`config.mk`:
```
export PLATFORM = sky130hd
export DESIGN_NAME = man_frame_sched
export DESIGN_NICKNAME = d
export VERILOG_FILES = /design/src/rtl/man_frame_sched.sv
export SDC_FILE = /design/constraint.sdc
export NUM_CORES = 1
export LEC_CHECK = 0
export ABC_CLOCK_PERIOD_IN_PS = 2100
export BUFFER_PORTS_ARGS = -buffer_cell sky130_fd_sc_hd__buf_4
export CAP_MARGIN = 20
export CORE_AREA = 3 3 82 84
export CTS_BUF_LIST = sky130_fd_sc_hd__clkbuf_8
export DETAILED_ROUTE_END_ITERATION = 8
export DIE_AREA = 0 0 85 87
export PLACE_DENSITY_LB_ADDON = 0.1
export SETUP_SLACK_MARGIN = 0.15
export SLEW_MARGIN = 20
export SYNTH_ARGS = -nofsm -noshare
export SYNTH_HDL_FRONTEND = slang
export SYNTH_SLANG_ARGS = --single-unit
```
`constraint.sdc`:
```
create_clock -name clk108 -period 2.1 [get_ports clk108]
set_input_delay 0.315 -clock clk108 [delete_from_list [all_inputs] [get_ports clk108]]
set_output_delay 0.315 -clock clk108 [all_outputs]
set_load 0.01 [all_outputs]
```
`src/rtl/man_frame_sched.sv`:
```
// man_frame_sched: two-requester Manchester frame scheduler.
// Builds frames of preamble (0xAA bytes), SFD (0xD5) and payload, encodes
// each byte into two 8-bit Manchester half-words, and hands one half-word
// to the serializer per slot_ce strobe. Frames are separated by a fixed
// idle gap. The owner of each frame is chosen round-robin.
module man_frame_sched #(
    parameter int PREAMBLE_LEN = 2,
    parameter int GAP_SLOTS    = 4
) (
    input  logic        clk108,
    input  logic        aresetn,
    input  logic        slot_ce,
    input  logic [1:0]  req_valid,
    input  logic [15:0] req_data,
    input  logic [1:0]  req_last,
    output logic [1:0]  req_ready,
    output logic [7:0]  word_out,
    output logic        word_valid,
    output logic [1:0]  grant,
    output logic        frame_done,
    output logic        underrun
);

    typedef enum logic [2:0] {
        ST_IDLE,
        ST_PRE,
        ST_SFD,
        ST_PAY,
        ST_GAP
    } state_t;

    // Preamble half-words to send, counted from the one emitted on leaving IDLE.
    localparam logic [4:0] PRE_SLOTS = 5'(2 * PREAMBLE_LEN);
    // Gap counter value on the last idle slot of the gap.
    localparam logic [4:0] GAP_LAST  = 5'(GAP_SLOTS - 1);

    localparam logic [7:0] PRE_WORD  = 8'h99;  // upper/lower half of enc(0xAA)
    localparam logic [7:0] SFD_HI    = 8'hA6;  // upper half of enc(0xD5)
    localparam logic [7:0] SFD_LO    = 8'h66;  // lower half of enc(0xD5)
    localparam logic [7:0] IDLE_WORD = 8'h00;

    // Manchester encoding, MSB first: 1 -> "10", 0 -> "01".
    function automatic logic [15:0] man_encode(input logic [7:0] b);
        logic [15:0] e;
        e = '0;
        for (int i = 0; i < 8; i++) begin
            e[2*i +: 2] = b[i] ? 2'b10 : 2'b01;
        end
        return e;
    endfunction

    // Registered state
    state_t      state_q,  state_d;
    logic [4:0]  cnt_q,    cnt_d;      // preamble or gap slot counter
    logic        half_q,   half_d;     // 0: upper half on the wire, 1: lower half
    logic [7:0]  lower_q,  lower_d;    // held lower half of the current payload byte
    logic        last_q,   last_d;     // current payload byte closes the frame
    logic [1:0]  grant_q,  grant_d;
    logic        rr_last_q, rr_d;      // requester granted most recently
    logic [7:0]  word_q,   word_d;
    logic        valid_q,  valid_d;
    logic        done_q,   done_d;
    logic        under_q,  under_d;

    // Owner-side views of the request interface
    logic        owner;
    logic        own_valid;
    logic [7:0]  own_data;
    logic        own_last;
    logic [15:0] own_enc;
    logic        pick;
    logic        at_boundary;

    assign owner     = grant_q[1];
    assign own_valid = req_valid[owner];
    assign own_data  = owner ? req_data[15:8] : req_data[7:0];
    assign own_last  = req_last[owner];
    assign own_enc   = man_encode(own_data);

    // With both requesting, prefer the one not granted last; otherwise the one asking.
    assign pick = (req_valid == 2'b11) ? ~rr_last_q : req_valid[1];

    // The slot that replaces the SFD lower half or a non-last payload lower half.
    assign at_boundary = half_q && ((state_q == ST_SFD) ||
                                    ((state_q == ST_PAY) && !last_q));

    assign req_ready  = (slot_ce && at_boundary) ? grant_q : 2'b00;
    assign word_out   = word_q;
    assign word_valid = valid_q;
    assign grant      = grant_q;
    assign frame_done = done_q;
    assign underrun   = under_q;

    // Next-state and next-output decode; everything advances only on slot_ce.
    always_comb begin
        // NOTE: every signal assigned here gets a default first, so no path
        // through the case leaves a value unassigned and no latch is inferred.
        state_d = state_q;
        cnt_d   = cnt_q;
        half_d  = half_q;
        lower_d = lower_q;
        last_d  = last_q;
        grant_d = grant_q;
        rr_d    = rr_last_q;
        word_d  = word_q;
        valid_d = valid_q;
        done_d  = 1'b0;
        under_d = 1'b0;

        if (slot_ce) begin
            if (at_boundary) begin
                if (own_valid) begin
                    state_d = ST_PAY;
                    half_d  = 1'b0;
                    word_d  = own_enc[15:8];
                    lower_d = own_enc[7:0];
                    last_d  = own_last;
                end else begin
                    // Owner ran dry mid-frame: abort into the gap.
                    state_d = ST_GAP;
                    cnt_d   = '0;
                    word_d  = IDLE_WORD;
                    valid_d = 1'b0;
                    under_d = 1'b1;
                end
            end else begin
                case (state_q)
                    ST_IDLE: begin
                        word_d  = IDLE_WORD;
                        valid_d = 1'b0;
                        if (|req_valid) begin
                            state_d = ST_PRE;
                            grant_d = pick ? 2'b10 : 2'b01;
                            rr_d    = pick;
                            cnt_d   = 5'd1;
                            word_d  = PRE_WORD;
                            valid_d = 1'b1;
                        end
                    end
                    ST_PRE: begin
                        if (cnt_q == PRE_SLOTS) begin
                            state_d = ST_SFD;
                            half_d  = 1'b0;
                            word_d  = SFD_HI;
                        end else begin
                            cnt_d  = cnt_q + 5'd1;
                            word_d = PRE_WORD;
                        end
                    end
                    ST_SFD: begin
                        // Only the upper half reaches here; the lower is a boundary.
                        half_d = 1'b1;
                        word_d = SFD_LO;
                    end
                    ST_PAY: begin
                        if (!half_q) begin
                            half_d = 1'b1;
                            word_d = lower_q;
                        end else begin
                            // Lower half of the last byte has been sent.
                            state_d = ST_GAP;
                            cnt_d   = '0;
                            word_d  = IDLE_WORD;
                            valid_d = 1'b0;
                            done_d  = 1'b1;
                        end
                    end
                    ST_GAP: begin
                        word_d  = IDLE_WORD;
                        valid_d = 1'b0;
                        if (cnt_q == GAP_LAST) begin
                            state_d = ST_IDLE;
                            grant_d = 2'b00;
                        end else begin
                            cnt_d = cnt_q + 5'd1;
                        end
                    end
                    default: begin
                        state_d = ST_IDLE;
                        grant_d = 2'b00;
                        word_d  = IDLE_WORD;
                        valid_d = 1'b0;
                    end
                endcase
            end
        end
    end

    // State and output registers with asynchronous active-low reset.
    always_ff @(posedge clk108 or negedge aresetn) begin
        // NOTE: sequential state uses non-blocking assignments so every
        // register samples pre-edge values regardless of statement order.
        if (!aresetn) begin
            state_q   <= ST_IDLE;
            cnt_q     <= '0;
            half_q    <= 1'b0;
            lower_q   <= '0;
            last_q    <= 1'b0;
            grant_q   <= 2'b00;
            rr_last_q <= 1'b1;  // requester 0 wins the first contested grant
            word_q    <= IDLE_WORD;
            valid_q   <= 1'b0;
            done_q    <= 1'b0;
            under_q   <= 1'b0;
        end else begin
            state_q   <= state_d;
            cnt_q     <= cnt_d;
            half_q    <= half_d;
            lower_q   <= lower_d;
            last_q    <= last_d;
            grant_q   <= grant_d;
            rr_last_q <= rr_d;
            word_q    <= word_d;
            valid_q   <= valid_d;
            done_q    <= done_d;
            under_q   <= under_d;
        end
    end

endmodule

```
==> results.cfg, run 1 <==
[run_status]
status = complete, no violations

[yosys]
syn-mean-instance-area_sq_um = 9.538
synthCells = 191
synth_area_sq_mm = 0.001822
async_flop_share_pct = 100.0
syn_nets = 216
synth_ff_type = dfrtp_1
synth-edff-count = 0
ys_ff_latch = 32
yosys_warnings = 0
ys_types = 47
seq_area_frac_synth_pct = 44.02

[worst_setup_path]
startpoint_type = flip-flop
cp.required_ns = 2.27
end_kind = flip-flop
cp_max_fo = 5
worstSetupPathType = reg -> reg
cp.arrival_ns = 2.13

[route]
num_vias = 1733
postRouteAntennaNets = 0
routedWlPerCell_microns = 15.49
drtIter0Drc = 106
drt_pass1_iterations = 4
via_per_inst = 5.158
wirelength_microns = 5203
drc = 0

[placed_design]
placed_area_sq_mm = 0.002366
dp_slack_ns = 0.006182
place_hpwl_microns = 3714
gp_congestion = 0.7806
portBuffers = 37

[clock_network]
root_buffer = clkbuf_8
clkTransAtPathRegs_ns = 0.07
clockBufferDepth = 2
numClockSinks = 32
cts_buffers = 5
cts_max_level = 2
cts_tree = built
clock_latency_ns = 0.29

[final_layout]
fill_cells = 571
fin_area_sq_mm = 0.002666
nNetsFinal = 285
drive_gt1_share_pct = 43.30
ff_latch_area_sq_um = 804.5
antenna_cells = 0
finish.utilization_pct = 44.51
multi_input_area_sq_mm = 0.001076
area_delta_synth_final_pct = 46.36

[timing]
tightest_slew_ns = 0.4377
finalWorstSetupSlack_ns = 0.1425
finalSetupTns_ns = 0
finClkSkew_ns = 0.007560
min_period_over_period_pct = 93.21
slew_headroom_pct = 70.07
layout_min_cycle_time_ns = 1.957
final_max_slew_viol_count = 0
rsz0062_at_grt = true
setup_viol = 0
fmax_mhz = 510.9
hold_slack_ns = 0.2370
final_hold_viol_count = 0

[global_route]
grt_use_met2_pct = 21.89
antenna_found_initial = 0
grt_pass1_vias = 1627
grt_max_degree = 33
grt_use_total_pct = 14.31
grt_busiest_layer = met2
grt_use_met3_pct = 2.933
grt_pass1_wl_microns = 8473
grt-ovfl-total = 0
grtUsageMet1_pct = 20.48

[floorplan]
initial_utilization_pct = 30.41
rows = 28
ios = 38
die_w_microns = 85
die_height_microns = 87
die_area_sq_mm = 0.007395
coreArea_sq_mm = 0.005991

[pwr]
leakagePower_nw = 1.220
switchingPower_mw = 1.370
internal_power_mw = 1.993
pwr-share-seq_pct = 31.7
power_frac_clock_pct = 14.7
swShare_pct = 40.75
ir_drop_uv = 475.2
combPwrFrac_pct = 53.5
powerDensity_mw_per_mm2 = 1261

[flow_run]
maxCapViolCount = 0

[worst_hold_path]
min_path_type = in -> reg
[flip-flops by register name (all words and copies together), names as in the netlist]
signal,cells
rr_last_q,1
frame_done,1
cnt_q,5
lower_q,8
last_q,1
state_q,3
grant,2
underrun,1
word_out,8
word_valid,1
half_q,1
[synth_stat cells (2+ instances only)]
cell type	instances	area share [%]
a211oi_1	3	1.2
a211oi_2	3	2.1
a21o_1	6	2.5
a21oi_1	13	3.6
a221o_1	2	1.1
a22oi_1	3	1.2
a31oi_1	4	1.4
and3_1	3	1.0
buf_2	3	0.82
buf_4	2	0.82
clkbuf_1	6	1.2
dfrtp_1	31	43
ha_1	2	1.4
inv_1	8	1.6
mux2_2	6	3.7
mux2i_1	5	2.7
nand2_1	7	1.4
nand2b_1	6	2.1
nand3_1	2	0.55
nand4b_1	2	0.96
nor2_1	17	3.5
nor2b_1	6	2.1
nor3_1	2	0.55
o21ai_0	14	3.8
o21ai_1	2	0.55
o31ai_1	9	3.7
o41ai_1	3	1.4
or3_1	2	0.69
[power groups by stage]
stage | Sequential, mW | Combinational [mW] | Clock (mW)
after CTS | 1.07 | 1.60 | 0.509
after global routing | 1.10 | 1.98 | 0.538
after floorplan | 1.05 | 0.921 | 0
after global placement | 1.07 | 1.55 | 0
after detailed placement | 1.08 | 1.54 | 0
final | 1.07 | 1.80 | 0.496
[timing repair]
action / in CTS / in global routing
setup endpoints to repair: 6 / 18
pin swaps: 0 / 2
resized for setup: 5 / 19
hold buffers: 1 / 0
setup buffers: 2 / 7
hold endpoints to repair: 31 / 0
[cell type report]
| type | count | area share [%] |
|---|---|---|
| clock inverter | 3 | 0.8916 |
| clock buffer | 5 | 2.581 |
| inverter | 8 | 1.126 |
| multi-input combinational | 139 | 40.36 |
| tap | 75 | 3.519 |
| sequential | 32 | 30.17 |
| timing repair buffer | 74 | 21.35 |
[metrics by stage]
stage / total power, mW / std cells
after floorplan: 1.970 / 191
after global placement: 2.627 / 318
after detailed placement: 2.620 / 318
after CTS: 3.178 / 329
after global routing: 3.615 / 336
final: 3.363 / 336
[worst paths after layout]
kind | from | endpoint | slack (ns) | cells after the start
worst min-delay path | req_valid[0] | rr_last_q | 0.24 | 2
worst min register to register | lower_q[6] | lower_q[6] | 0.50 | 1
worst max register to register | cnt_q[0] | cnt_q[1] | 0.14 | 7
max in group asynchronous | aresetn | rr_last_q | 1.26 | 2
worst max-delay path | cnt_q[0] | cnt_q[1] | 0.14 | 7
min in group asynchronous | aresetn | grant[0] | 0.51 | 2
[metal layers]
| layer | vias to the layer above | wire length, microns |
|---|---|---|
| met5 | - | 0 |
| met4 | 0 | 46 |
| met3 | 5 | 238 |
| met2 | 38 | 2376 |
| met1 | 846 | 2541 |
| li1 | 844 | - |
[layout by cell type (no fill, tap or decap), drive strengths merged, types with 2 or more instances in the layout]
| cell | count |
|---|---|
| buf | 73 |
| dfrtp | 31 |
| nor2 | 17 |
| o21ai | 16 |
| a21oi | 14 |
| o31ai | 9 |
| inv | 8 |
| nand2 | 7 |
| mux2 | 7 |
| a21o | 6 |
| nand2b | 6 |
| nor2b | 6 |
| a211oi | 6 |
| clkbuf | 5 |
| mux2i | 5 |
| a31oi | 4 |
| and3 | 3 |
| a22oi | 3 |
| o41ai | 3 |
| nor3 | 2 |
| nand4b | 2 |
| a221o | 2 |
| nand3 | 2 |
| clkinvlp | 2 |
| or3 | 2 |
| or2 | 2 |
| ha | 2 |
[logic make-up after synthesis]
family	after synthesis	share of synthesized area, %
AOI/OAI and AO/OA	71	26.79
and+or+nand+nor	54	16.00
DFF	32	44.02
buffers and inverters	20	4.738
muxes	12	7.074
adders and majority gates	2	1.373
[critical path, cell delays in order, from the launching register on]
cell and delay (ns):
dfrtp_1 0.40, inv_2 0.05, ha_2 0.16, and4bb_2 0.25, a21oi_4 0.17, a31oi_2 0.13, or3_4 0.38, mux2_4 0.30
(Power assumes the default switching activity.)
==> run 2: changes to the inputs <==
- CORE_AREA: 3 3 82 84 -> 3 3 64 66
- CTS_CLUSTER_DIAMETER: default -> 150
- DIE_AREA: 0 0 85 87 -> 0 0 67 69
- SKIP_CTS_REPAIR_TIMING: default -> 1
==> run 2 against run 1 <==
Sequential share of layout area is 2.5 points higher. Via count is 1.6% lower. First-iteration DRC count is 57% higher. Critical path type unchanged. Sequential cell count stayed put. Critical path depth stayed put. Wire length is 9.5% lower. Largest cell class unchanged. Largest power group unchanged. Sequential power is 5% higher.
==> results.cfg, run 2 (synthesized netlist as in run 1, its figures left out) <==
[run_status]
status = complete, no violations

[pwr]
ir_drop_uv = 740.7
power_frac_clock_pct = 14.1
internal_power_mw = 1.848
swShare_pct = 40.58
leakagePower_nw = 1.154
combPwrFrac_pct = 49.8
pwr-share-seq_pct = 36.1
switchingPower_mw = 1.262
powerDensity_mw_per_mm2 = 1258

[global_route]
grt_use_total_pct = 21.21
grt-ovfl-total = 0
grt_pass1_wl_microns = 7610
grt_max_degree = 33
antenna_found_initial = 0
grt_pass1_vias = 1607

[clock_network]
cts_buffers = 5
clock_latency_ns = 0.28
clkTransAtPathRegs_ns = 0.06
cts_tree = built
cts_max_level = 2
clockBufferDepth = 2
root_buffer = clkbuf_8
numClockSinks = 32

[timing]
layout_min_cycle_time_ns = 2.020
finClkSkew_ns = 0.01011
rsz0062_at_grt = true
setup_viol = 0
fmax_mhz = 495.1
tightest_slew_ns = 0.6252
final_hold_viol_count = 0
slew_headroom_pct = 58.19
min_period_over_period_pct = 96.18
final_max_slew_viol_count = 0

[floorplan]
die_w_microns = 67
die_height_microns = 69
initial_utilization_pct = 50.14
rows = 22
ios = 38
coreArea_sq_mm = 0.003633
die_area_sq_mm = 0.004623

[route]
via_per_inst = 5.760
routedWlPerCell_microns = 15.90
num_vias = 1705
drc = 0
drtIter0Drc = 166
postRouteAntennaNets = 0
drt_pass1_iterations = 4
wirelength_microns = 4707

[final_layout]
final_common_cell = buf_4
most-common-layout-cells = buf_4 (60), dfrtp_1 (27), nor2_1 (16)
fin_area_sq_mm = 0.002471
finish.utilization_pct = 68.01
fill_cells = 305
antenna_cells = 0
drive_gt1_share_pct = 39.92
area_delta_synth_final_pct = 35.65
nNetsFinal = 272

[worst_setup_path]
cp.required_ns = 2.26
critPathMaxStageDelay_ns = 0.43
end_kind = flip-flop
cp.buffers_inverters = 1
worstSetupPathType = reg -> reg
startpoint_type = flip-flop
cp.arrival_ns = 2.18
cp_max_fo = 5
worstPathCellList = inv_1 -> ha_2 -> and4bb_2 -> a21oi_4 -> a21oi_2 -> or3_4 -> mux2_4
crit_slowest_cell = or3_4
critPathTopFamily = simple AND/OR/NAND/NOR gates

[flow_run]
maxCapViolCount = 0

[worst_hold_path]
min_path_type = in -> reg

[placed_design]
portBuffers = 37
placed_area_sq_mm = 0.002265
place_hpwl_microns = 3464
gp_congestion = 0.8217
## run 2: cell count changes in the layout (fill, tap and decap cells not counted), moves of 2 or more
cell,before,now
dfrtp_1,29,27
dfrtp_2,2,4
inv_1,7,9
buf_6,3,0
a211oi_2,1,4
buf_4,70,60
a211oi_4,3,0
clkinvlp_4,2,0
## run 2: power groups by stage
stage	Combinational [mW]	Clock [mW]	Sequential (mW)
floorplan	0.921	0	1.05
global placement	1.36	0	1.09
detailed placement	1.41	0	1.11
CTS	1.42	0.448	1.10
global route	1.71	0.468	1.17
finish	1.55	0.438	1.12
## run 2: area by class of cell
type | count | area (sq um) | area share [%]
well taps | 48 | 60.06 | 2.430
flip-flops and latches | 32 | 807.0 | 32.66
clock buffers | 5 | 68.82 | 2.785
clock inverters | 3 | 12.51 | 0.5063
inverters | 8 | 30.03 | 1.215
multi-input cells | 139 | 1032 | 41.77
repair buffers | 61 | 460.4 | 18.63
## run 2: metrics by stage
step                hold slack (ns)  std cells  power [mW]  TNS [ns]  worst slack [ns]
floorplan                   0.01941        191       1.970         0           0.07358
global placement             0.2694        282       2.459         0           0.06650
detailed placement           0.2742        282       2.519  -0.01439          -0.01439
CTS                        -0.03363        290       2.964  -0.07035          -0.03839
global route                 0.2767        296       3.343         0          0.004695
finish                       0.2558        296       3.109         0           0.08030
## run 2: worst paths after layout
path                              start          to  slack [ns]  cells after the start
setup / recovery               cnt_q[1]    cnt_q[1]        0.08                      7
hold / removal             req_valid[0]   rr_last_q        0.26                      2
setup reg to reg               cnt_q[1]    cnt_q[1]        0.08                      7
hold reg to reg              lower_q[2]  lower_q[2]        0.48                      1
max in group asynchronous       aresetn   rr_last_q        1.26                      2
min in group asynchronous       aresetn  lower_q[5]        0.51                      2
## run 2: routing by layer
layer | global-route usage (%) | wire (microns) | vias up
li1 | - | - | 823
met1 | 29.79 | 2125 | 834
met2 | 32.31 | 2300 | 42
met3 | 4.560 | 232 | 6
met4 | 6.757 | 48 | 0
met5 | 0 | 0 | -
